**src/rtl/fetch_queue_if.sv**
```systemverilog
// Fetch-queue bus: instruction-memory fetch port, redirect, and issue lanes.
//   im_addr/im_en/im_rdata   : aligned block fetch from async-read instruction memory
//   redirect/redirect_pc     : flush and restart fetch at a new PC
//   issue_take               : instructions consumed by the lanes this cycle
//   issue_valid/ir/pc, count : oldest ISSUE_W instructions and queue occupancy
// modport master is the queue side; modport slave is the memory/pipeline side.
interface fetch_queue_if #(
    parameter int unsigned ISSUE_W = 2,
    parameter int unsigned DEPTH   = 8,
    parameter int unsigned IW      = 16,
    parameter int unsigned AW      = 9
);
    localparam int unsigned TW = $clog2(ISSUE_W) + 1;
    localparam int unsigned CW = $clog2(DEPTH) + 1;

    logic [AW-1:0]         im_addr;
    logic                  im_en;
    logic [ISSUE_W*IW-1:0] im_rdata;
    logic                  redirect;
    logic [AW-1:0]         redirect_pc;
    logic [TW-1:0]         issue_take;
    logic [ISSUE_W-1:0]    issue_valid;
    logic [ISSUE_W*IW-1:0] issue_ir;
    logic [ISSUE_W*AW-1:0] issue_pc;
    logic [CW-1:0]         count;

    modport master (
        output im_addr, im_en, issue_valid, issue_ir, issue_pc, count,
        input  im_rdata, redirect, redirect_pc, issue_take
    );

    modport slave (
        input  im_addr, im_en, issue_valid, issue_ir, issue_pc, count,
        output im_rdata, redirect, redirect_pc, issue_take
    );
endinterface

```
**src/rtl/fetch_queue.sv**
```systemverilog
// Instruction fetch/issue buffer: a circular queue filled with ISSUE_W-aligned
// blocks from instruction memory and drained by a variable per-cycle take count.
//   clk  : clock
//   rst  : asynchronous active-low reset
//   bus  : fetch_queue_if.master (fetch port, redirect, issue lanes, occupancy)
module fetch_queue #(
    parameter int unsigned ISSUE_W = 2,
    parameter int unsigned DEPTH   = 8,
    parameter int unsigned IW      = 16,
    parameter int unsigned AW      = 9
) (
    input  logic          clk,
    input  logic          rst,
    fetch_queue_if.master bus
);
    localparam int unsigned PW = $clog2(DEPTH);
    localparam int unsigned CW = PW + 1;
    localparam logic [AW-1:0] OffMask = AW'(ISSUE_W - 1);

    logic [AW-1:0] fpc_q, fpc_d;
    logic [PW-1:0] head_q, head_d;
    logic [PW-1:0] tail_q, tail_d;
    logic [CW-1:0] count_q, count_d;

    logic [IW-1:0] ir_mem_q [DEPTH];
    logic [AW-1:0] pc_mem_q [DEPTH];

    logic [AW-1:0]      blk_addr;
    logic [AW-1:0]      off;
    logic               fetch;
    logic [CW-1:0]      n_enq;
    logic [CW-1:0]      take_ext;
    logic [CW-1:0]      take_eff;
    logic [ISSUE_W-1:0] wr_en;
    logic [PW-1:0]      wr_idx [ISSUE_W];
    logic [PW-1:0]      rd_idx [ISSUE_W];

    always_comb begin
        blk_addr = fpc_q & ~OffMask;
        off      = fpc_q & OffMask;
        // Free space judged on registered count only; same-cycle take is not credited.
        fetch    = rst && !bus.redirect && ((CW'(DEPTH) - count_q) >= CW'(ISSUE_W));
        n_enq    = fetch ? (CW'(ISSUE_W) - CW'(off)) : '0;
        take_ext = CW'(bus.issue_take);
        take_eff = (take_ext > count_q) ? count_q : take_ext;

        // Lanes below the fetch offset are skipped; the rest pack at tail in lane order.
        for (int l = 0; l < ISSUE_W; l++) begin
            wr_en[l]  = fetch && (AW'(l) >= off);
            wr_idx[l] = tail_q + PW'(l) - PW'(off);
        end

        if (bus.redirect) begin
            head_d  = '0;
            tail_d  = '0;
            count_d = '0;
            fpc_d   = bus.redirect_pc;
        end else begin
            head_d  = head_q + PW'(take_eff);
            tail_d  = tail_q + PW'(n_enq);
            count_d = count_q + n_enq - take_eff;
            fpc_d   = fetch ? (blk_addr + AW'(ISSUE_W)) : fpc_q;
        end
    end

    always_ff @(posedge clk or negedge rst) begin
        if (!rst) begin
            fpc_q   <= '0;
            head_q  <= '0;
            tail_q  <= '0;
            count_q <= '0;
        end else begin
            fpc_q   <= fpc_d;
            head_q  <= head_d;
            tail_q  <= tail_d;
            count_q <= count_d;
        end
    end

    // Storage needs no reset: unoccupied entries are never presented.
    always_ff @(posedge clk) begin
        for (int l = 0; l < ISSUE_W; l++) begin
            if (wr_en[l]) begin
                ir_mem_q[wr_idx[l]] <= bus.im_rdata[l*IW +: IW];
                pc_mem_q[wr_idx[l]] <= blk_addr + AW'(l);
            end
        end
    end

    always_comb begin
        bus.im_addr     = blk_addr;
        bus.im_en       = fetch;
        bus.count       = count_q;
        bus.issue_valid = '0;
        bus.issue_ir    = '0;
        bus.issue_pc    = '0;
        for (int i = 0; i < ISSUE_W; i++) begin
            rd_idx[i] = head_q + PW'(i);
            if (CW'(i) < count_q) begin
                bus.issue_valid[i]        = 1'b1;
                bus.issue_ir[i*IW +: IW]  = ir_mem_q[rd_idx[i]];
                bus.issue_pc[i*AW +: AW]  = pc_mem_q[rd_idx[i]];
            end
        end
    end
endmodule
```
**src/flat_wrapper.sv**
```systemverilog
// flat-port wrapper written by rule: the top's interface ports become plain ports
module fetch_queue_flat 
#(
    parameter int unsigned ISSUE_W = 2,
    parameter int unsigned DEPTH   = 8,
    parameter int unsigned IW      = 16,
    parameter int unsigned AW      = 9
)
  (clk, rst, bus_im_addr, bus_im_en, bus_issue_valid, bus_issue_ir, bus_issue_pc, bus_count, bus_im_rdata, bus_redirect, bus_redirect_pc, bus_issue_take);
  fetch_queue_if #(.ISSUE_W(ISSUE_W), .DEPTH(DEPTH), .IW(IW), .AW(AW)) bus_i ();
  input  logic clk;
  input  logic rst;
  output wire logic [$bits(bus_i.im_addr)-1:0] bus_im_addr;
  output wire logic [$bits(bus_i.im_en)-1:0] bus_im_en;
  output wire logic [$bits(bus_i.issue_valid)-1:0] bus_issue_valid;
  output wire logic [$bits(bus_i.issue_ir)-1:0] bus_issue_ir;
  output wire logic [$bits(bus_i.issue_pc)-1:0] bus_issue_pc;
  output wire logic [$bits(bus_i.count)-1:0] bus_count;
  input wire logic [$bits(bus_i.im_rdata)-1:0] bus_im_rdata;
  input wire logic [$bits(bus_i.redirect)-1:0] bus_redirect;
  input wire logic [$bits(bus_i.redirect_pc)-1:0] bus_redirect_pc;
  input wire logic [$bits(bus_i.issue_take)-1:0] bus_issue_take;
  assign bus_im_addr = bus_i.im_addr;
  assign bus_im_en = bus_i.im_en;
  assign bus_issue_valid = bus_i.issue_valid;
  assign bus_issue_ir = bus_i.issue_ir;
  assign bus_issue_pc = bus_i.issue_pc;
  assign bus_count = bus_i.count;
  assign bus_i.im_rdata = bus_im_rdata;
  assign bus_i.redirect = bus_redirect;
  assign bus_i.redirect_pc = bus_redirect_pc;
  assign bus_i.issue_take = bus_issue_take;
  fetch_queue #(.ISSUE_W(ISSUE_W), .DEPTH(DEPTH), .IW(IW), .AW(AW)) u_core (.clk(clk), .rst(rst), .bus(bus_i));
endmodule
```
**config.mk**
```make
export PLATFORM = sky130hd
export DESIGN_NAME = fetch_queue_flat
export DESIGN_NICKNAME = d
export VERILOG_FILES = /design/src/rtl/fetch_queue_if.sv /design/src/rtl/fetch_queue.sv /design/src/flat_wrapper.sv
export SDC_FILE = /design/constraint.sdc
export NUM_CORES = 1
export LEC_CHECK = 0
export CAP_MARGIN = 10
export CORE_AREA = 5 5 186 188
export DETAILED_ROUTE_END_ITERATION = 12
export DIE_AREA = 0 0 191 193
export PLACE_DENSITY = 0.63
export SLEW_MARGIN = 20
export SYNTH_ARGS = -nofsm -noshare
export SYNTH_HDL_FRONTEND = slang
export SYNTH_SLANG_ARGS = --single-unit
export TNS_END_PERCENT = 10
```
**constraint.sdc**
```tcl
create_clock -name clk -period 5.5 [get_ports clk]
set_input_delay 0.55 -clock clk [delete_from_list [all_inputs] [get_ports clk]]
set_output_delay 0.55 -clock clk [all_outputs]
set_load 0.1 [all_outputs]
```
Word-level counts from Yosys, hierarchy flattened
Memories as Yosys holds them, arrays and structs flattened.
Cells that the tools add are included.
{"block": "classes", "add_sub_neg": 12, "magnitude_cmp": 6, "n_mux": 17, "reduce_logical": 6}
{"operator": "two-way mux 9 bit", "n": 4}
{"operator": "two-way mux 16 bit", "n": 2}
{"operator": "two-way mux 4 bit", "n": 3}
{"operator": "adder 9 x 1 -> 9 bit, second input constant", "n": 1}
{"operator": "adder 9 x 2 -> 9 bit, second input constant", "n": 1}
{"operator": "< comparator 1 x 4 -> 1 bit, first input constant", "n": 2}
{"operator": "adder 3 x 1 -> 3 bit, second input constant", "n": 2}
{"operator": "adder 3 bit", "n": 2}
{"operator": "two-way mux 1 bit", "n": 6}
{"operator": "two-way mux 3 bit", "n": 2}
{"operator": "subtractor 3 x 1 -> 3 bit", "n": 2}
{"operator": "adder 4 bit", "n": 1}
{"operator": "greater-or-equal comparator 4 x 2 -> 1 bit, second input constant", "n": 1}
{"operator": "> comparator 2 x 4 -> 1 bit", "n": 1}
{"operator": "logical AND 1 bit", "n": 4}
{"operator": "subtractor 4 bit", "n": 1}
{"operator": "subtractor 4 bit, first input constant", "n": 1}
{"operator": "subtractor 2 x 1 -> 3 bit, first input constant", "n": 1}
{"operator": "greater-or-equal comparator 1 bit, first input constant", "n": 2}
{"operator": "nonzero test 2 bit", "n": 1}
{"operator": "zero test 1 bit", "n": 1}
{"block": "totals", "ff_bits": 19, "ramBits": 200, "in_bits": 46, "out_inout_bits": 66, "wordCells": 47, "n_memories": 2}
{"memory": "u_core.ir_mem_q", "words": 8, "width": 16, "rd": 2, "rd_clocked_by_memory_dff": 0, "wr": 2, "line_no": "fetch_queue.sv:25", "source": "logic [IW-1:0] ir_mem_q [DEPTH];"}
{"memory": "u_core.pc_mem_q", "words": 8, "width": 9, "rd": 2, "rd_clocked_by_memory_dff": 0, "wr": 2, "line_no": "fetch_queue.sv:26", "source": "logic [AW-1:0] pc_mem_q [DEPTH];"}

Depth between registers and ports, before layout
Gate-level depths: netlist of run 1.
{"block": "depth", "ltp_word": 7, "mapped_depth": 15, "mapped_depth_nobuf": 13}

Least setup slack after synthesis of run 1
No wires, ideal clock.
{"block": "synth_timing", "kind": "reg-to-reg", "startpoint": "register u_core.count_q[1], in the netlist u_core.bus.count[1]", "endpoint": "memory u_core.ir_mem_q[2][0], enable pin", "setup_time_ns": 0.444, "arrival_time_ns": 4.064, "required_time_ns": 5.056, "setup_slack_ns": 0.992, "path_stages_with_launch": 7, "cell_sequence": "dfrtp_1 inv_1 ha_1 xnor2_1 nor4_4 buf_2 nor3_1"}
{"item": "start, declared", "line_no": "fetch_queue.sv:23", "source": "logic [CW-1:0] count_q, count_d;"}
{"item": "start signal, assigned", "line_no": "fetch_queue.sv:76", "source": "count_q <= count_d;"}
{"item": "end, declared", "line_no": "fetch_queue.sv:25"}

Worst setup path in the final report of run 1
{"block": "layout_timing", "startpoint": "register u_core.head_q[1]", "endpoint": "output port bus_issue_ir[20]"}
{"block": "layout_via", "elab_chain_cells": 3}
{"item": "start, declared", "line_no": "fetch_queue.sv:21", "source": "logic [PW-1:0] head_q, head_d;"}
{"item": "start signal, assigned", "line_no": "fetch_queue.sv:69", "source": "head_q <= '0;"}
{"item": "start signal, assigned", "line_no": "fetch_queue.sv:74", "source": "head_q <= head_d;"}
{"item": "adder 3 x 1 -> 3 bit", "line_no": "fetch_queue.sv:98", "source": "rd_idx[i] = head_q + PW'(i);"}
{"item": "memory (8 x 16 bit)"}
{"item": "two-way mux 16 bit", "line_no": "fetch_queue.sv:99", "source": "if (CW'(i) < count_q) begin"}
{"item": "end, declared", "line_no": "flat_wrapper.sv:16", "source": "output wire logic [$bits(bus_i.issue_ir)-1:0] bus_issue_ir;"}
No other way between the ends.

==> summary.json, run 1 <==
{
  "clock_slew_seen_by_the_registers_of_the_worst_setup_and_hold_paths": {"value": 0.06, "unit": "ns"},
  "grt_setup_unrepaired": {"value": "no"},
  "sequential_to_total_area_share_from_yosys_stat": {"value": 0.498},
  "synth_most_common_cell": {"value": "sky130_fd_sc_hd__edfxtp_1"},
  "clock_skew": {"value": 0.0294, "unit": "ns"},
  "ys_seq_elements": {"value": 219},
  "top_cells_by_instance_count_after_synthesis": {"value": "192 x sky130_fd_sc_hd__edfxtp_1, 100 x sky130_fd_sc_hd__mux4_2, 92 x sky130_fd_sc_hd__mux2_2, 73 x sky130_fd_sc_hd__nand2_1, 49 x sky130_fd_sc_hd__and2_1"},
  "firstDrtPassIters": {"value": 5},
  "slew_headroom": {"value": 0.304},
  "netlist_area": {"value": 12900, "unit": "um^2"},
  "fp.dieW": {"value": 191, "unit": "um"},
  "final.min_clock_period": {"value": 4.54, "unit": "ns"},
  "cts_buffer_depth": {"value": 3},
  "core_outline_area": {"value": 32900, "unit": "um^2"},
  "clock_tree_from_tritoncts": {"value": "done"},
  "synth.largest_area_cell": {"value": "sky130_fd_sc_hd__edfxtp_1"},
  "critical_path.endpoint_type": {"value": "output pin"},
  "share_of_final_layout_standard_cells_stronger_than_drive_strength_1": {"value": 0.297},
  "place.port_buffers": {"value": 110},
  "area_growth_syn_to_layout": {"value": 18.8, "unit": "%"},
  "diodes": {"value": 0},
  "root_buffer": {"value": "sky130_fd_sc_hd__clkbuf_16"},
  "grt_pass1_wl": {"value": 52.5, "unit": "mm"},
  "num_vias": {"value": 8204},
  "routabilityCongestion": {"value": 0.756},
  "r2r-end": {"value": "u_core.bus.count[3]$_DFF_PN0_"},
  "floorplan.die.height": {"value": 193, "unit": "um"},
  "cts_hold_buf": {"value": 0},
  "htree_num_levels": {"value": 1},
  "cp_cell_sequence": {"value": "ha_2 -> buf_4 -> mux4_2 -> nand2_1 -> a21oi_1 -> clkdlybuf4s50_1"},
  "timing_worst_slew_pin_value": {"value": 1.04, "unit": "ns"},
  "finish.net_count": {"value": 1057},
  "setup_violating_endpoint_count_in_the_final_report": {"value": 0},
  "track_usage": {"value": 0.188},
  "timing.critical_path.from_type": {"value": "flip-flop"},
  "worst_r2r_path_depth": {"value": 14},
  "startpoint": {"value": "u_core.head_q[1]$_DFF_PN0_"},
  "final_antenna_net_count": {"value": 0},
  "number_of_synthesized_flops_with_an_enable_pin": {"value": 192},
  "wl_per_cell": {"value": 23.7, "unit": "um"},
  "pin_count_of_the_biggest_net_entering_global_routing": {"value": 102},
  "postCtsSetupBuffers": {"value": 0},
  "synth.area.top_cells": {"value": "sky130_fd_sc_hd__edfxtp_1 45%, sky130_fd_sc_hd__mux4_2 18%, sky130_fd_sc_hd__mux2_2 8.1%, sky130_fd_sc_hd__dfrtp_1 3.7%, sky130_fd_sc_hd__mux2_1 3.2%"},
  "cts-resized-gates": {"value": 0},
  "setup.worst_path.class": {"value": "flip-flop to output pin"},
  "cp_max_fo": {"value": 20},
  "async_reset_ff_frac": {"value": 0.0868},
  "place_hpwl": {"value": 21.4, "unit": "mm"},
  "first_global_vias": {"value": 8385},
  "synth_cells": {"value": 892},
  "hold_class": {"value": "input port to asynchronous set/reset pin"},
  "cts.sink_count": {"value": 219},
  "fp.dieArea": {"value": 36900, "unit": "um^2"},
  "ys.flop_type": {"value": "sky130_fd_sc_hd__edfxtp_1"},
  "crit_path_max_incr_delay": {"value": 1.16, "unit": "ns"},
  "antenna_found_initial": {"value": 0},
  "drcViolationCount": {"value": 0},
  "worst-endpoint-required": {"value": 4.95, "unit": "ns"},
  "finalHoldViolCount": {"value": 0},
  "mapped_avg_cell_area": {"value": 14.4, "unit": "um^2"},
  "wl": {"value": 34.4, "unit": "mm"},
  "fmaxAchievable": {"value": 220, "unit": "MHz"},
  "worst_ep_arrival_time": {"value": 3.99, "unit": "ns"},
  "drt_iter0_markers": {"value": 550},
  "yosys.cell_types.count": {"value": 51},
  "synthesis.nets": {"value": 959},
  "critical_path_cell_with_the_highest_stage_delay": {"value": "sky130_fd_sc_hd__clkdlybuf4s50_1"},
  "run_status": {"value": "complete, no violations"},
  "report.final.slew_viol_count": {"value": 0},
  "gr-total-overflow": {"value": 0},
  "timing.rr.start": {"value": "u_core.bus.count[1]$_DFF_PN0_"},
  "min_period_over_period": {"value": 0.825},
  "routed_via_density": {"value": 5.65},
  "starting_density_of_the_core": {"value": 0.390},
  "timing.max_cap.violations": {"value": 0},
  "tritoncts_buffer_count": {"value": 26},
  "core.rowCount": {"value": 67},
  "timing.reg2reg.setup_slack": {"value": 1.90, "unit": "ns"},
  "synth.top_cell.area_share": {"value": 0.448},
  "clock_latency": {"value": 0.54, "unit": "ns"},
  "ios": {"value": 112},
  "yosys_warnings": {"value": 0},
  "fin_tns_setup": {"value": 0, "unit": "ns"}
}
==> per-stage QoR <==
stage | cells | utilization | worst slack [ns] | hold slack [ns] | instance area [um^2]
floorplan | 892 | - | 0.992 | 0.254 | 12900
finish | 1453 | 0.464 | 0.964 | 0.355 | 15300
global route | 1453 | 0.464 | 0.751 | 0.382 | 15300
global placement | 1410 | 0.440 | 1.46 | 0.462 | 14500
detailed placement | 1410 | 0.440 | 1.44 | 0.470 | 14500
CTS | 1453 | 0.464 | 0.871 | 0.358 | 15300
==> how the worst max path moves through the flow <==
stage / end / slack, ns / depth (start not counted)
3_5_place_dp: bus_issue_ir[20] / 1.44 / 6
4_1_cts: bus_issue_ir[20] / 0.87 / 6
6_report: bus_issue_ir[20] / 0.96 / 6
3_3_place_gp: bus_issue_ir[20] / 1.46 / 6
5_1_grt: bus_issue_ir[20] / 0.75 / 6
2_1_floorplan: u_core.ir_mem_q[2][0]$_DFFE_PP_ / 0.99 / 6
==> flip-flops by register name, indices dropped and copies added (netlist names) <==
register and flops:
u_core.bus.count 4, u_core.head_q 3, u_core.ir_mem_q 128, u_core.tail_q 3, u_core.pc_mem_q 72, u_core.fpc_q 9
==> layer usage <==
metal	up-vias	share of wire	track usage
li1	3694	-	-
met1	4221	0.44	0.268
met2	261	0.48	0.313
met3	28	0.062	0.0279
met4	0	0.010	0.0331
met5	-	0	0
==> cell type report <==
type | count | area [um^2]
inverters | 22 | 82.6
fillers | 2882 | 17700
clock inverters | 6 | 58.8
multi-input cells | 578 | 6090
clock buffers | 37 | 713
well taps | 448 | 561
flip-flops and latches | 219 | 6410
repair buffers | 143 | 1360
==> layout by cell type (no fill, tap or decap), types with 5 or more instances in the layout <==
cell,Yosys,final
sky130_fd_sc_hd__nor2b_1,8,7
sky130_fd_sc_hd__nor4_4,5,5
sky130_fd_sc_hd__o31ai_1,9,9
sky130_fd_sc_hd__edfxtp_1,192,192
sky130_fd_sc_hd__mux2_1,36,36
sky130_fd_sc_hd__clkbuf_1,34,10
sky130_fd_sc_hd__nor2_1,36,36
sky130_fd_sc_hd__nand2_1,73,73
sky130_fd_sc_hd__buf_4,13,45
sky130_fd_sc_hd__clkdlybuf4s50_1,0,94
sky130_fd_sc_hd__and2_1,49,49
sky130_fd_sc_hd__a21oi_1,27,27
sky130_fd_sc_hd__nor3_2,0,8
sky130_fd_sc_hd__dfrtp_1,19,16
sky130_fd_sc_hd__nand2b_1,5,5
sky130_fd_sc_hd__inv_1,19,19
sky130_fd_sc_hd__ha_1,17,16
sky130_fd_sc_hd__mux2_2,92,92
sky130_fd_sc_hd__mux4_2,100,100
sky130_fd_sc_hd__clkbuf_16,0,27
sky130_fd_sc_hd__mux2i_1,25,25
sky130_fd_sc_hd__dfxtp_1,8,8
sky130_fd_sc_hd__nor4_1,16,16
sky130_fd_sc_hd__xnor2_1,8,7
sky130_fd_sc_hd__a32oi_1,8,8
==> kinds of logic (layout without fill, tap and decap cells) <==
| family | Yosys count | in the layout | synth area share |
|---|---|---|---|
| and+or+nand+nor | 225 | 225 | 0.0969 |
| xor gates and xnor gates | 13 | 13 | 0.00885 |
| other | 1 | 1 | 0.000292 |
| DFF | 219 | 219 | 0.498 |
| muxes | 253 | 253 | 0.307 |
| adders and majority gates | 21 | 21 | 0.0228 |
| AOI/OAI and AO/OA | 65 | 65 | 0.0336 |
| buffers and inverters | 95 | 208 | 0.0333 |
==> worst max-delay path: cells and delay by family (launching register included) <==
| kind | cells | cell delay [ns] |
|---|---|---|
| mux | 1 | 0.23 |
| flops | 1 | 0.64 |
| simple gates | 1 | 0.05 |
| compound gates | 1 | 0.23 |
| fa+ha+maj | 1 | 0.75 |
| buf+inv | 2 | 1.53 |
Power of run 1 is not shown: default switching activity piles up to over one toggle a cycle in this logic, so the estimate is an artifact.
==> run 2: changes to the inputs <==
--- a/config.mk
+++ b/config.mk
@@ -9,7 +9,7 @@
 export CORE_AREA = 5 5 186 188
 export DETAILED_ROUTE_END_ITERATION = 12
 export DIE_AREA = 0 0 191 193
-export PLACE_DENSITY = 0.63
+export PLACE_DENSITY = 0.65
 export SLEW_MARGIN = 20
 export SYNTH_ARGS = -nofsm -noshare
 export SYNTH_HDL_FRONTEND = slang
==> constraint.sdc (replaced) <==
create_clock -name clk -period 4 [get_ports clk]
set_input_delay 0.4 -clock clk [delete_from_list [all_inputs] [get_ports clk]]
set_output_delay 0.4 -clock clk [all_outputs]
set_load 0.1 [all_outputs]
==> run 2 against run 1 <==
Compared with the run above:
- critical path type unchanged
- via count about the same
- final cell count increased by 0.83%
- worst setup slack got worse by 0.57 ns
- highest routed layer unchanged
- non-clock buffer count increased by 8
- sequential cell count unchanged
- critical path depth increased by 1
- design area increased by 2.0%
- routed wire length decreased by 2.4%
- register-to-register slack got worse by 1.2 ns
- core utilization increased by 0.93 points
==> summary.json, run 2 (synthesized netlist as in run 1, its figures left out) <==
{
  "min_period_over_period": {"value": 0.903},
  "timing.critical_path.mode_cell": {"value": "sky130_fd_sc_hd__buf_4"},
  "report.final.slew_viol_count": {"value": 0, "change": "unchanged"},
  "critical_path.endpoint_type": {"value": "output pin", "change": "unchanged"},
  "finalHoldViolCount": {"value": 0, "change": "unchanged"},
  "area_growth_syn_to_layout": {"value": 21.2, "unit": "%", "change": "was 18.8%"},
  "num_vias": {"value": 8200, "change": "was 8204"},
  "critical_path_cell_with_the_highest_stage_delay": {"value": "sky130_fd_sc_hd__dfrtp_4", "change": "was sky130_fd_sc_hd__clkdlybuf4s50_1"},
  "antenna_found_initial": {"value": 1, "change": "was 0"},
  "fp.dieW": {"value": 191, "unit": "um", "change": "unchanged"},
  "diodes": {"value": 0, "change": "unchanged"},
  "routed_via_density": {"value": 5.60, "change": "was 5.65"},
  "most_common_cell_after_layout_fill_and_taps_aside": {"value": "sky130_fd_sc_hd__edfxtp_1", "change": "unchanged"},
  "gr-total-overflow": {"value": 0, "change": "unchanged"},
  "firstDrtPassIters": {"value": 5, "change": "unchanged"},
  "drt_iter0_markers": {"value": 459, "change": "was 550"},
  "setup_violating_endpoint_count_in_the_final_report": {"value": 0, "change": "unchanged"},
  "place_hpwl": {"value": 22.1, "unit": "mm", "change": "was 21.4 mm"},
  "place_ws": {"value": 0.686, "unit": "ns", "change": "was 1.44 ns"},
  "cts-resized-gates": {"value": 0, "change": "unchanged"},
  "timing_worst_slew_pin_value": {"value": 0.987, "unit": "ns", "change": "was 1.04 ns"},
  "core_outline_area": {"value": 32900, "unit": "um^2", "change": "unchanged"},
  "routabilityCongestion": {"value": 0.814, "change": "was 0.756"},
  "clock_skew": {"value": 0.0102, "unit": "ns", "change": "was 0.0294 ns"},
  "hold_class": {"value": "input port to asynchronous set/reset pin", "change": "unchanged"},
  "worst_ep_arrival_time": {"value": 3.21, "unit": "ns", "change": "was 3.99 ns"},
  "pin_count_of_the_biggest_net_entering_global_routing": {"value": 102, "change": "unchanged"},
  "timing.max_cap.violations": {"value": 0, "change": "unchanged"},
  "timing.critical_path.from_type": {"value": "flip-flop", "change": "unchanged"},
  "largest_register_ff_count": {"value": 128, "change": "unchanged"},
  "cts.sink_count": {"value": 219, "change": "unchanged"},
  "setup.worst_path.class": {"value": "flip-flop to output pin", "change": "unchanged"},
  "track_usage": {"value": 0.184, "change": "was 0.188"},
  "cts_buffer_depth": {"value": 3, "change": "unchanged"},
  "slew_headroom": {"value": 0.340, "change": "was 0.304"},
  "root_buffer": {"value": "sky130_fd_sc_hd__clkbuf_16", "change": "unchanged"},
  "place.port_buffers": {"value": 110, "change": "unchanged"},
  "final_antenna_net_count": {"value": 0, "change": "unchanged"},
  "worst-endpoint-required": {"value": 3.60, "unit": "ns", "change": "was 4.95 ns"},
  "first_global_vias": {"value": 8660, "change": "was 8385"},
  "cts_hold_buf": {"value": 0, "change": "unchanged"},
  "core.rowCount": {"value": 67, "change": "unchanged"},
  "wl": {"value": 33.6, "unit": "mm", "change": "was 34.4 mm"},
  "clock_latency": {"value": 0.52, "unit": "ns", "change": "was 0.54 ns"},
  "ios": {"value": 112, "change": "unchanged"},
  "clock_tree_from_tritoncts": {"value": "done", "change": "unchanged"},
  "timing.final.ws_setup": {"value": 0.389, "unit": "ns", "change": "was 0.964 ns"},
  "share_of_final_layout_standard_cells_stronger_than_drive_strength_1": {"value": 0.346, "change": "was 0.297"},
  "starting_density_of_the_core": {"value": 0.390, "change": "unchanged"},
  "wl_per_cell": {"value": 22.9, "unit": "um", "change": "was 23.7 um"},
  "crit_path_max_incr_delay": {"value": 0.67, "unit": "ns", "change": "was 1.16 ns"},
  "htree_num_levels": {"value": 1, "change": "unchanged"},
  "finish.net_count": {"value": 1065, "change": "was 1057"},
  "grt_pass1_wl": {"value": 51.9, "unit": "mm", "change": "was 52.5 mm"},
  "drcViolationCount": {"value": 0, "change": "unchanged"},
  "most-common-layout-cells": {"value": "192 x sky130_fd_sc_hd__edfxtp_1, 100 x sky130_fd_sc_hd__mux4_2, 92 x sky130_fd_sc_hd__mux2_2", "change": "was 192 x sky130_fd_sc_hd__edfxtp_1, 100 x sky130_fd_sc_hd__mux4_2, 94 x sky130_fd_sc_hd__clkdlybuf4s50_1"},
  "fp.dieArea": {"value": 36900, "unit": "um^2", "change": "unchanged"},
  "cp_cell_sequence": {"value": "ha_2 -> buf_4 -> buf_4 -> mux4_2 -> nand2_1 -> a21oi_1 -> buf_12", "change": "was ha_2 -> buf_4 -> mux4_2 -> nand2_1 -> a21oi_1 -> clkdlybuf4s50_1"},
  "cp_max_fo": {"value": 21, "change": "was 20"},
  "fmaxAchievable": {"value": 277, "unit": "MHz"},
  "final.min_clock_period": {"value": 3.61, "unit": "ns"},
  "run_status": {"value": "complete, no violations", "change": "unchanged"},
  "grt_setup_unrepaired": {"value": "no", "change": "unchanged"},
  "floorplan.die.height": {"value": 193, "unit": "um", "change": "unchanged"},
  "tritoncts_buffer_count": {"value": 26, "change": "unchanged"},
  "clock_slew_seen_by_the_registers_of_the_worst_setup_and_hold_paths": {"value": 0.06, "unit": "ns", "change": "about the same"},
  "postCtsSetupBuffers": {"value": 0, "change": "unchanged"}
}
-- run 2: critical path: cells and delay by family (launching register included) --
| family | cells | cell delay [ns] |
|---|---|---|
| adder cells (fa/ha/maj) | 1 | 0.59 |
| flip-flops | 1 | 0.67 |
| AND/OR/NAND/NOR | 1 | 0.09 |
| multiplexers | 1 | 0.22 |
| buffers and inverters | 3 | 0.86 |
| AO/OA/AOI/OAI | 1 | 0.25 |
-- run 2: path summary, 6_finish.rpt --
| check | slack, ns | end | startpoint | cells past startpoint |
|---|---|---|---|---|
| max | 0.39 | bus_issue_ir[26] | u_core.head_q[1]$_DFF_PN0_ | 7 |
| min | 0.30 | u_core.bus.count[0]$_DFF_PN0_ | rst | 2 |
| max reg2reg | 0.72 | u_core.ir_mem_q[4][13]$_DFFE_PP_ | u_core.bus.count[1]$_DFF_PN0_ | 6 |
| min reg2reg | 0.47 | u_core.pc_mem_q[0][0]$_SDFFE_PP1P_ | u_core.pc_mem_q[0][0]$_SDFFE_PP1P_ | 2 |
| max in group asynchronous | 3.41 | u_core.head_q[0]$_DFF_PN0_ | rst | 2 |
| min in group clk | 0.45 | u_core.fpc_q[3]$_DFFE_PN0P_ | bus_redirect_pc[3] | 3 |
-- run 2: layout make-up --
cell class                      instances  area (um^2)
Multi-Input combinational cell        578         6090
Inverter                               22         82.6
Tap cell                              448          561
Clock buffer                           28          679
Fill cell                            2854        17400
Timing Repair Buffer                  151         1630
Clock inverter                         19          129
Sequential cell                       219         6410
-- run 2: stage by stage --
step           setup TNS (ns)   util  cells  instance area (um^2)  hold slack, ns
3_3_place_gp                0  0.448   1418                 14800           0.470
3_5_place_dp                0  0.448   1418                 14800           0.461
2_1_floorplan         -111.89      -    892                 12900           0.104
5_1_grt                     0  0.473   1465                 15600           0.311
6_report                    0  0.473   1465                 15600           0.297
4_1_cts                     0  0.473   1465                 15600           0.292
-- run 2: layer usage --
layer / vias up / GRT usage / share of wire
met3: 35 / 0.0297 / 0.066
li1: 3722 / - / -
met5: - / 0 / 0
met1: 4179 / 0.255 / 0.43
met2: 264 / 0.312 / 0.49
met4: 0 / 0.0348 / 0.014
Power of run 2 is left out for the same reason.
==> run 3: changes to the inputs <==
--- a/config.mk
+++ b/config.mk
@@ -7,6 +7,7 @@
 export LEC_CHECK = 0
 export CAP_MARGIN = 10
 export CORE_AREA = 5 5 186 188
+export CTS_CLUSTER_SIZE = 28
 export DETAILED_ROUTE_END_ITERATION = 12
 export DIE_AREA = 0 0 191 193
 export PLACE_DENSITY = 0.65
==> results of run 3 <==
The final DEF is identical to that of run 2; final timing and power are the same.
Power of run 3 is left out for the same reason.
